===== config.mk =====
export PLATFORM = sky130hd
export DESIGN_NAME = regwb_arbiter
export DESIGN_NICKNAME = d
export VERILOG_FILES = /design/src/rtl/regwb_pkg.sv /design/src/rtl/regwb_fifo.sv /design/src/rtl/regwb_arbiter.sv
export SDC_FILE = /design/constraint.sdc
export NUM_CORES = 1
export LEC_CHECK = 0
export ABC_AREA = 1
export CAP_MARGIN = 15
export CORE_MARGIN = 4
export CORE_UTILIZATION = 53
export DETAILED_ROUTE_END_ITERATION = 6
export GPL_TIMING_DRIVEN = 0
export PLACE_DENSITY_LB_ADDON = 0.12
export SETUP_SLACK_MARGIN = 0.1
export SLEW_MARGIN = 10
export SYNTH_ARGS = -nofsm -noshare
export SYNTH_HDL_FRONTEND = slang
export SYNTH_SLANG_ARGS = --single-unit

===== constraint.sdc =====
create_clock -name clk -period 3.6 [get_ports clk]
set_input_delay 0.72 -clock clk [delete_from_list [all_inputs] [get_ports clk]]
set_output_delay 0.72 -clock clk [all_outputs]
set_load 0.01 [all_outputs]

===== src/rtl/regwb_pkg.sv =====
`default_nettype none
// +----------------------------------------------------------------------+
// | regwb_pkg : shared types and constants for the write-back arbiter    |
// | Rev 1.0                                                              |
// +----------------------------------------------------------------------+
package regwb_pkg;

    localparam int FIFO_DEPTH  = 2;
    localparam int CNT_W       = $clog2(FIFO_DEPTH + 1);
    localparam int DEF_ADDR_W  = 9;
    localparam int DEF_DATA_W  = 32;
    localparam int DEF_PC_ADDR = 15;

    typedef struct packed {
        logic [DEF_ADDR_W-1:0] addr;
        logic [DEF_DATA_W-1:0] data;
    } wb_req_t;

    typedef enum logic {
        SRC_ALU = 1'b0,
        SRC_LSU = 1'b1
    } src_e;

endpackage
`default_nettype wire


===== src/rtl/regwb_fifo.sv =====
`default_nettype none
// +----------------------------------------------------------------------+
// | regwb_fifo : small write-back buffer with per-slot address taps      |
// | Rev 1.0                                                              |
// +----------------------------------------------------------------------+
module regwb_fifo
    import regwb_pkg::*;
#(
    parameter int  ADDR_W = DEF_ADDR_W,
    parameter type REQ_T  = wb_req_t
) (
    input  logic              clk,
    input  logic              rst,
    input  logic              push,
    input  REQ_T              push_req,
    input  logic              pop,
    output REQ_T              head,
    output logic [CNT_W-1:0]  count,
    output logic [FIFO_DEPTH-1:0] slot_valid,
    output logic [ADDR_W-1:0] slot_addr [FIFO_DEPTH]
);

    localparam int c_PTR_W = $clog2(FIFO_DEPTH);

    REQ_T               r_mem [FIFO_DEPTH];
    logic [c_PTR_W-1:0] r_rd_ptr;
    logic [c_PTR_W-1:0] r_wr_ptr;
    logic [CNT_W-1:0]   r_count;

    always_ff @(posedge clk) begin
        if (rst) begin
            r_rd_ptr <= '0;
            r_wr_ptr <= '0;
            r_count  <= '0;
        end else begin
            if (push) begin
                r_mem[r_wr_ptr] <= push_req;
                r_wr_ptr        <= r_wr_ptr + 1'b1;
            end
            if (pop) begin
                r_rd_ptr <= r_rd_ptr + 1'b1;
            end
            r_count <= r_count + CNT_W'(push) - CNT_W'(pop);
        end
    end

    assign head  = r_mem[r_rd_ptr];
    assign count = r_count;

    // A slot is live when its distance from the read pointer is below the count.
    for (genvar i = 0; i < FIFO_DEPTH; i++) begin : g_slot
        logic [c_PTR_W-1:0] w_off;
        assign w_off         = c_PTR_W'(i) - r_rd_ptr;
        assign slot_valid[i] = CNT_W'(w_off) < r_count;
        assign slot_addr[i]  = r_mem[i].addr;
    end

endmodule
`default_nettype wire


===== src/rtl/regwb_arbiter.sv =====
`default_nettype none
// +----------------------------------------------------------------------+
// | regwb_arbiter : round-robin drain of two write-back buffers into the |
// | register-file write port; optional PC redirect (REGWB_PC_REDIRECT_EN)|
// | Rev 1.0                                                              |
// +----------------------------------------------------------------------+
module regwb_arbiter
    import regwb_pkg::*;
#(
    parameter int ADDR_W  = DEF_ADDR_W,
    parameter int DATA_W  = DEF_DATA_W,
    parameter int PC_ADDR = DEF_PC_ADDR
) (
    input  logic              clk,
    input  logic              rst,
    input  logic              s0_valid,
    output logic              s0_ready,
    input  logic [ADDR_W-1:0] s0_addr,
    input  logic [DATA_W-1:0] s0_data,
    input  logic              s1_valid,
    output logic              s1_ready,
    input  logic [ADDR_W-1:0] s1_addr,
    input  logic [DATA_W-1:0] s1_data,
    output logic              rf_we,
    output logic [ADDR_W-1:0] rf_addr,
    output logic [DATA_W-1:0] rf_wdata,
    output logic              pc_wr_en,
    output logic [DATA_W-1:0] pc_wr_data,
    input  logic [ADDR_W-1:0] hz_addr,
    output logic              hz_pending,
    output logic [2:0]        pending_cnt
);

    typedef struct packed {
        logic [ADDR_W-1:0] addr;
        logic [DATA_W-1:0] data;
    } req_t;

    logic             w_in_valid [2];
    req_t             w_push_req [2];
    logic [1:0]       w_ready;
    logic [1:0]       w_push;
    logic [1:0]       w_grant;
    logic [1:0]       w_ne;
    logic [1:0]       w_hz_src;
    logic [CNT_W-1:0] w_count [2];
    req_t             w_head [2];
    req_t             w_sel_req;
    logic             w_is_pc;
    logic             w_pc_hz;

    src_e              r_last;
    logic              r_rf_we;
    logic [ADDR_W-1:0] r_rf_addr;
    logic [DATA_W-1:0] r_rf_wdata;

    assign w_in_valid[0] = s0_valid;
    assign w_in_valid[1] = s1_valid;
    assign w_push_req[0] = '{addr: s0_addr, data: s0_data};
    assign w_push_req[1] = '{addr: s1_addr, data: s1_data};

    for (genvar i = 0; i < 2; i++) begin : g_src
        logic [FIFO_DEPTH-1:0] w_slot_valid;
        logic [ADDR_W-1:0]     w_slot_addr [FIFO_DEPTH];
        logic [FIFO_DEPTH-1:0] w_match;

        // Ready is derived from registered occupancy only, so a full buffer never passes through.
        assign w_ready[i] = !rst && (w_count[i] != CNT_W'(FIFO_DEPTH));
        assign w_push[i]  = w_in_valid[i] && w_ready[i];
        assign w_ne[i]    = w_count[i] != '0;

        regwb_fifo #(
            .ADDR_W (ADDR_W),
            .REQ_T  (req_t)
        ) u_fifo (
            .clk        (clk),
            .rst        (rst),
            .push       (w_push[i]),
            .push_req   (w_push_req[i]),
            .pop        (w_grant[i]),
            .head       (w_head[i]),
            .count      (w_count[i]),
            .slot_valid (w_slot_valid),
            .slot_addr  (w_slot_addr)
        );

        for (genvar j = 0; j < FIFO_DEPTH; j++) begin : g_cmp
            assign w_match[j] = w_slot_valid[j] && (w_slot_addr[j] == hz_addr);
        end
        assign w_hz_src[i] = |w_match;
    end

    assign w_grant[0] = w_ne[0] && (!w_ne[1] || r_last == SRC_LSU);
    assign w_grant[1] = w_ne[1] && (!w_ne[0] || r_last == SRC_ALU);
    assign w_sel_req  = w_grant[1] ? w_head[1] : w_head[0];
    assign w_is_pc    = w_sel_req.addr == ADDR_W'(PC_ADDR);

    always_ff @(posedge clk) begin
        if (rst) begin
            r_last     <= SRC_LSU;
            r_rf_we    <= 1'b0;
            r_rf_addr  <= '0;
            r_rf_wdata <= '0;
        end else begin
            r_rf_we <= 1'b0;
            if (|w_grant) begin
                r_last <= w_grant[1] ? SRC_LSU : SRC_ALU;
                if (!w_is_pc) begin
                    r_rf_we    <= 1'b1;
                    r_rf_addr  <= w_sel_req.addr;
                    r_rf_wdata <= w_sel_req.data;
                end
            end
        end
    end

`ifdef REGWB_PC_REDIRECT_EN
    logic              r_pc_en;
    logic [DATA_W-1:0] r_pc_data;

    always_ff @(posedge clk) begin
        if (rst) begin
            r_pc_en   <= 1'b0;
            r_pc_data <= '0;
        end else begin
            r_pc_en <= (|w_grant) && w_is_pc;
            if ((|w_grant) && w_is_pc) begin
                r_pc_data <= w_sel_req.data;
            end
        end
    end

    assign pc_wr_en   = r_pc_en;
    assign pc_wr_data = r_pc_data;
    assign w_pc_hz    = r_pc_en && (hz_addr == ADDR_W'(PC_ADDR));
`else
    // PC-addressed entries still consume their grant but are discarded here.
    assign pc_wr_en   = 1'b0;
    assign pc_wr_data = '0;
    assign w_pc_hz    = 1'b0;
`endif

    assign s0_ready    = w_ready[0];
    assign s1_ready    = w_ready[1];
    assign rf_we       = r_rf_we;
    assign rf_addr     = r_rf_addr;
    assign rf_wdata    = r_rf_wdata;
    assign pending_cnt = 3'(w_count[0]) + 3'(w_count[1]);
    assign hz_pending  = (|w_hz_src) || (r_rf_we && (r_rf_addr == hz_addr)) || w_pc_hz;

endmodule
`default_nettype wire


==> metrics.cfg <==
[clock_tree]
cts_root_buffer=clkbuf_16
post_cts_buffers=0
h-tree-depth=1
path_clk_slew_ps=60
numCtsBuffers=21
clock_latency_ps=490
cts_num_sinks=217
cts_tree=yes
clockBufferDepth=3

[layout]
antenna_cells=0
fillers=1323
stdcell_count=1346
final-seq-area_sq_um=5990
layout.nets=1208
drive_gt1_share_pct=11.1
multi_input_area_sq_um=2980
syn_to_final_growth_pct=26.0

[synth]
avgSynthCellArea_sq_um=10.5
syn-cell-area_sq_um=9600
ys_warn_count=0
synth_mux_area_share_pct=0
yosysMostFrequentCell=edfxtp_1
synth_edf_count=164
ys_types=37
async_reset_ff_share_pct=0
synth_top_family_by_area=simple AND/OR/NAND/NOR gates
seq_area_frac_synth_pct=62.3
synthCells=913
synth-xor-area-share_pct=2.92
synthTopCellsByArea=edfxtp_1, dfxtp_1, nor2_1, nand2_1, inv_1
synth_commonest_cells=edfxtp_1, nor2_1, nand2_1, inv_1, dfxtp_1
synth_top_area_share_pct=51.3
ys_ff_latch=217
synth_compound_area_share_pct=7.49
synth_top_cell_by_area=edfxtp_1
synth_fa_ha_area_share_pct=0.860
synth_flop_cell=edfxtp_1
synthSimpleGateAreaFrac_pct=18.1

[sta]
finalCritPeriodShare_pct=95.2
skew_ps=5.61
postLayoutSetupSlackWorst_ps=172
period_minus_slack_ps=3430
timing.fmax_mhz=292
rsz0062_at_grt=false
finalSetupViolations=0
hold_violations=0
tightest_slew_ps=689
relSlewSlack_pct=54.0
drv_slew=0
whs_ps=483

[global_route]
grt_pass1_wl_um=34900
grt_max_degree=26
antenna_found_initial=0
grt_pass1_vias=6734
track_usage_pct=22.1
overflow=0

[setup_path]
required_ps=2880
crit_path_end_kind=output port
path_max_fanout=6
arrival_ps=2710
critPathLaunchType=input port
crit_type=input port to output port

[floorplanning]
rows=48
start_util_pct=54.8
pin_count=176
core_sq_um=17500
die_area_sq_um=20300
fp.dieW_um=143
die_y_um=143

[drt]
drc_errors=0
drtIter0Drc=498
route.vias.total=6955
wl_per_cell_um=17.1
firstDrtPassIters=5
ant_nets=0
viasPerCell=5.17
routed_wl_um=23000

[min_path]
hold_class=flop to flop

[placed_design]
placed_cells=1309
dpl.hpwl_um=16200
gp_congestion=0.897
port-buffer-count=135
place_ws_ps=152

[run_status]
outcome=complete, no violations

[pwr]
powerDensity_nw_per_um2=739
p_total_mw=8.94
cellLeakagePower_nw=4.81
peakVddDrop_mv=0.498

[job]
max-cap-violations=0

-- what timing repair did --
action                                 4_1_cts  5_1_grt
endpoints found under the hold margin        0        0
gates resized for setup                      0        3
hold buffers                                 0        0
setup endpoints to repair                    0        1
-- metal layers --
metal / vias up / GRT usage (%) / part of all wire [%] / wire, um
li1: 3385 / - / - / -
met1: 3251 / 29.1 / 41 / 9430
met2: 281 / 37.0 / 48 / 11100
met3: 38 / 4.19 / 8.2 / 1880
met4: 0 / 7.20 / 2.5 / 579
met5: - / 0 / 0 / 0
-- flip-flops by register name, summed over array words and instances (netlist names), named ones only --
name and count:
rf_wdata 32, r_last 1, g_src.u_fifo.count 4, g_src.u_fifo.r_wr_ptr 2
rf_addr 9, g_src.u_fifo.r_rd_ptr 2, rf_we 1, g_src.u_fifo.r_mem 164
-- placed cells by master (no fill, tap or decap), types with 2 or more instances in the layout --
master / n
nor3_1: 5
clkdlybuf4s50_1: 134
ha_1: 5
conb_1: 33
nor2_2: 29
buf_4: 33
buf_6: 4
nor2_1: 144
xnor2_1: 12
nand3_1: 14
inv_1: 80
o211ai_1: 32
o31ai_1: 32
clkbuf_16: 21
nand3b_1: 33
o2111ai_1: 2
clkbuf_1: 34
dfxtp_1: 53
nand2_1: 143
inv_2: 2
xor2_1: 20
buf_12: 4
buf_2: 11
nand4_1: 7
edfxtp_1: 164
o22ai_1: 2
inv_4: 2
o21ai_0: 24
clkbuf_8: 4
a21oi_1: 11
clkinv_2: 3
buf_1: 7
nor2_4: 5
-- final cells by class --
| cell class | count | share of cell area, % |
|---|---|---|
| Clock buffer | 33 | 5.05 |
| Sequential cell | 217 | 49.5 |
| Clock inverter | 4 | 0.155 |
| Tap cell | 225 | 2.33 |
| Multi-Input combinational cell | 563 | 24.6 |
| Timing Repair Buffer | 139 | 11.9 |
| Buffer | 81 | 3.90 |
| Inverter | 84 | 2.65 |
-- final timing paths --
check / startpoint / endpoint / slack (ps) / cells after the start
worst max register to register: flop / rf_wdata[14] / 1050 / 10
worst min-delay path: rf_wdata[15] / rf_wdata[15] / 480 / 2
worst max-delay path: hz_addr[0] / hz_pending / 170 / 8
worst min register to register: rf_wdata[15] / rf_wdata[15] / 480 / 2
-- cells by family (layout without fill, tap and decap cells) --
kind of cell / after synthesis / in the layout
simple gates: 386 / 386
flops: 217 / 217
other cells: 1 / 33
fa+ha+maj: 6 / 6
xor+xnor: 32 / 32
buf+inv: 165 / 341
compound gates: 106 / 106
-- report_power, final --
part	leakage (nW)	total [mW]	internal [mW]	switching, mW
clock	0.310	2.03	1.16	0.869
sequential	1.94	3.33	3.08	0.245
combinational	2.55	3.59	1.48	2.11
total	4.81	8.94	5.72	3.23
-- critical path, stage by stage --
cell	delay (ps)
clkdlybuf4s50_1	610
inv_2	100
nand2_1	110
o2111ai_1	170
nor3_1	210
nand3_1	130
nand3_1	120
clkdlybuf4s50_1	540
-- per-stage QoR --
stage	cell area [sq um]	utilization, %	setup TNS, ps
global route	12100	69.0	0
global placement	11400	64.8	-191980
CTS	12100	69.0	0
finish	12100	69.0	0
detailed placement	11500	65.4	0
floorplan	9720	-	0
Power figures use the tool's default switching activity.
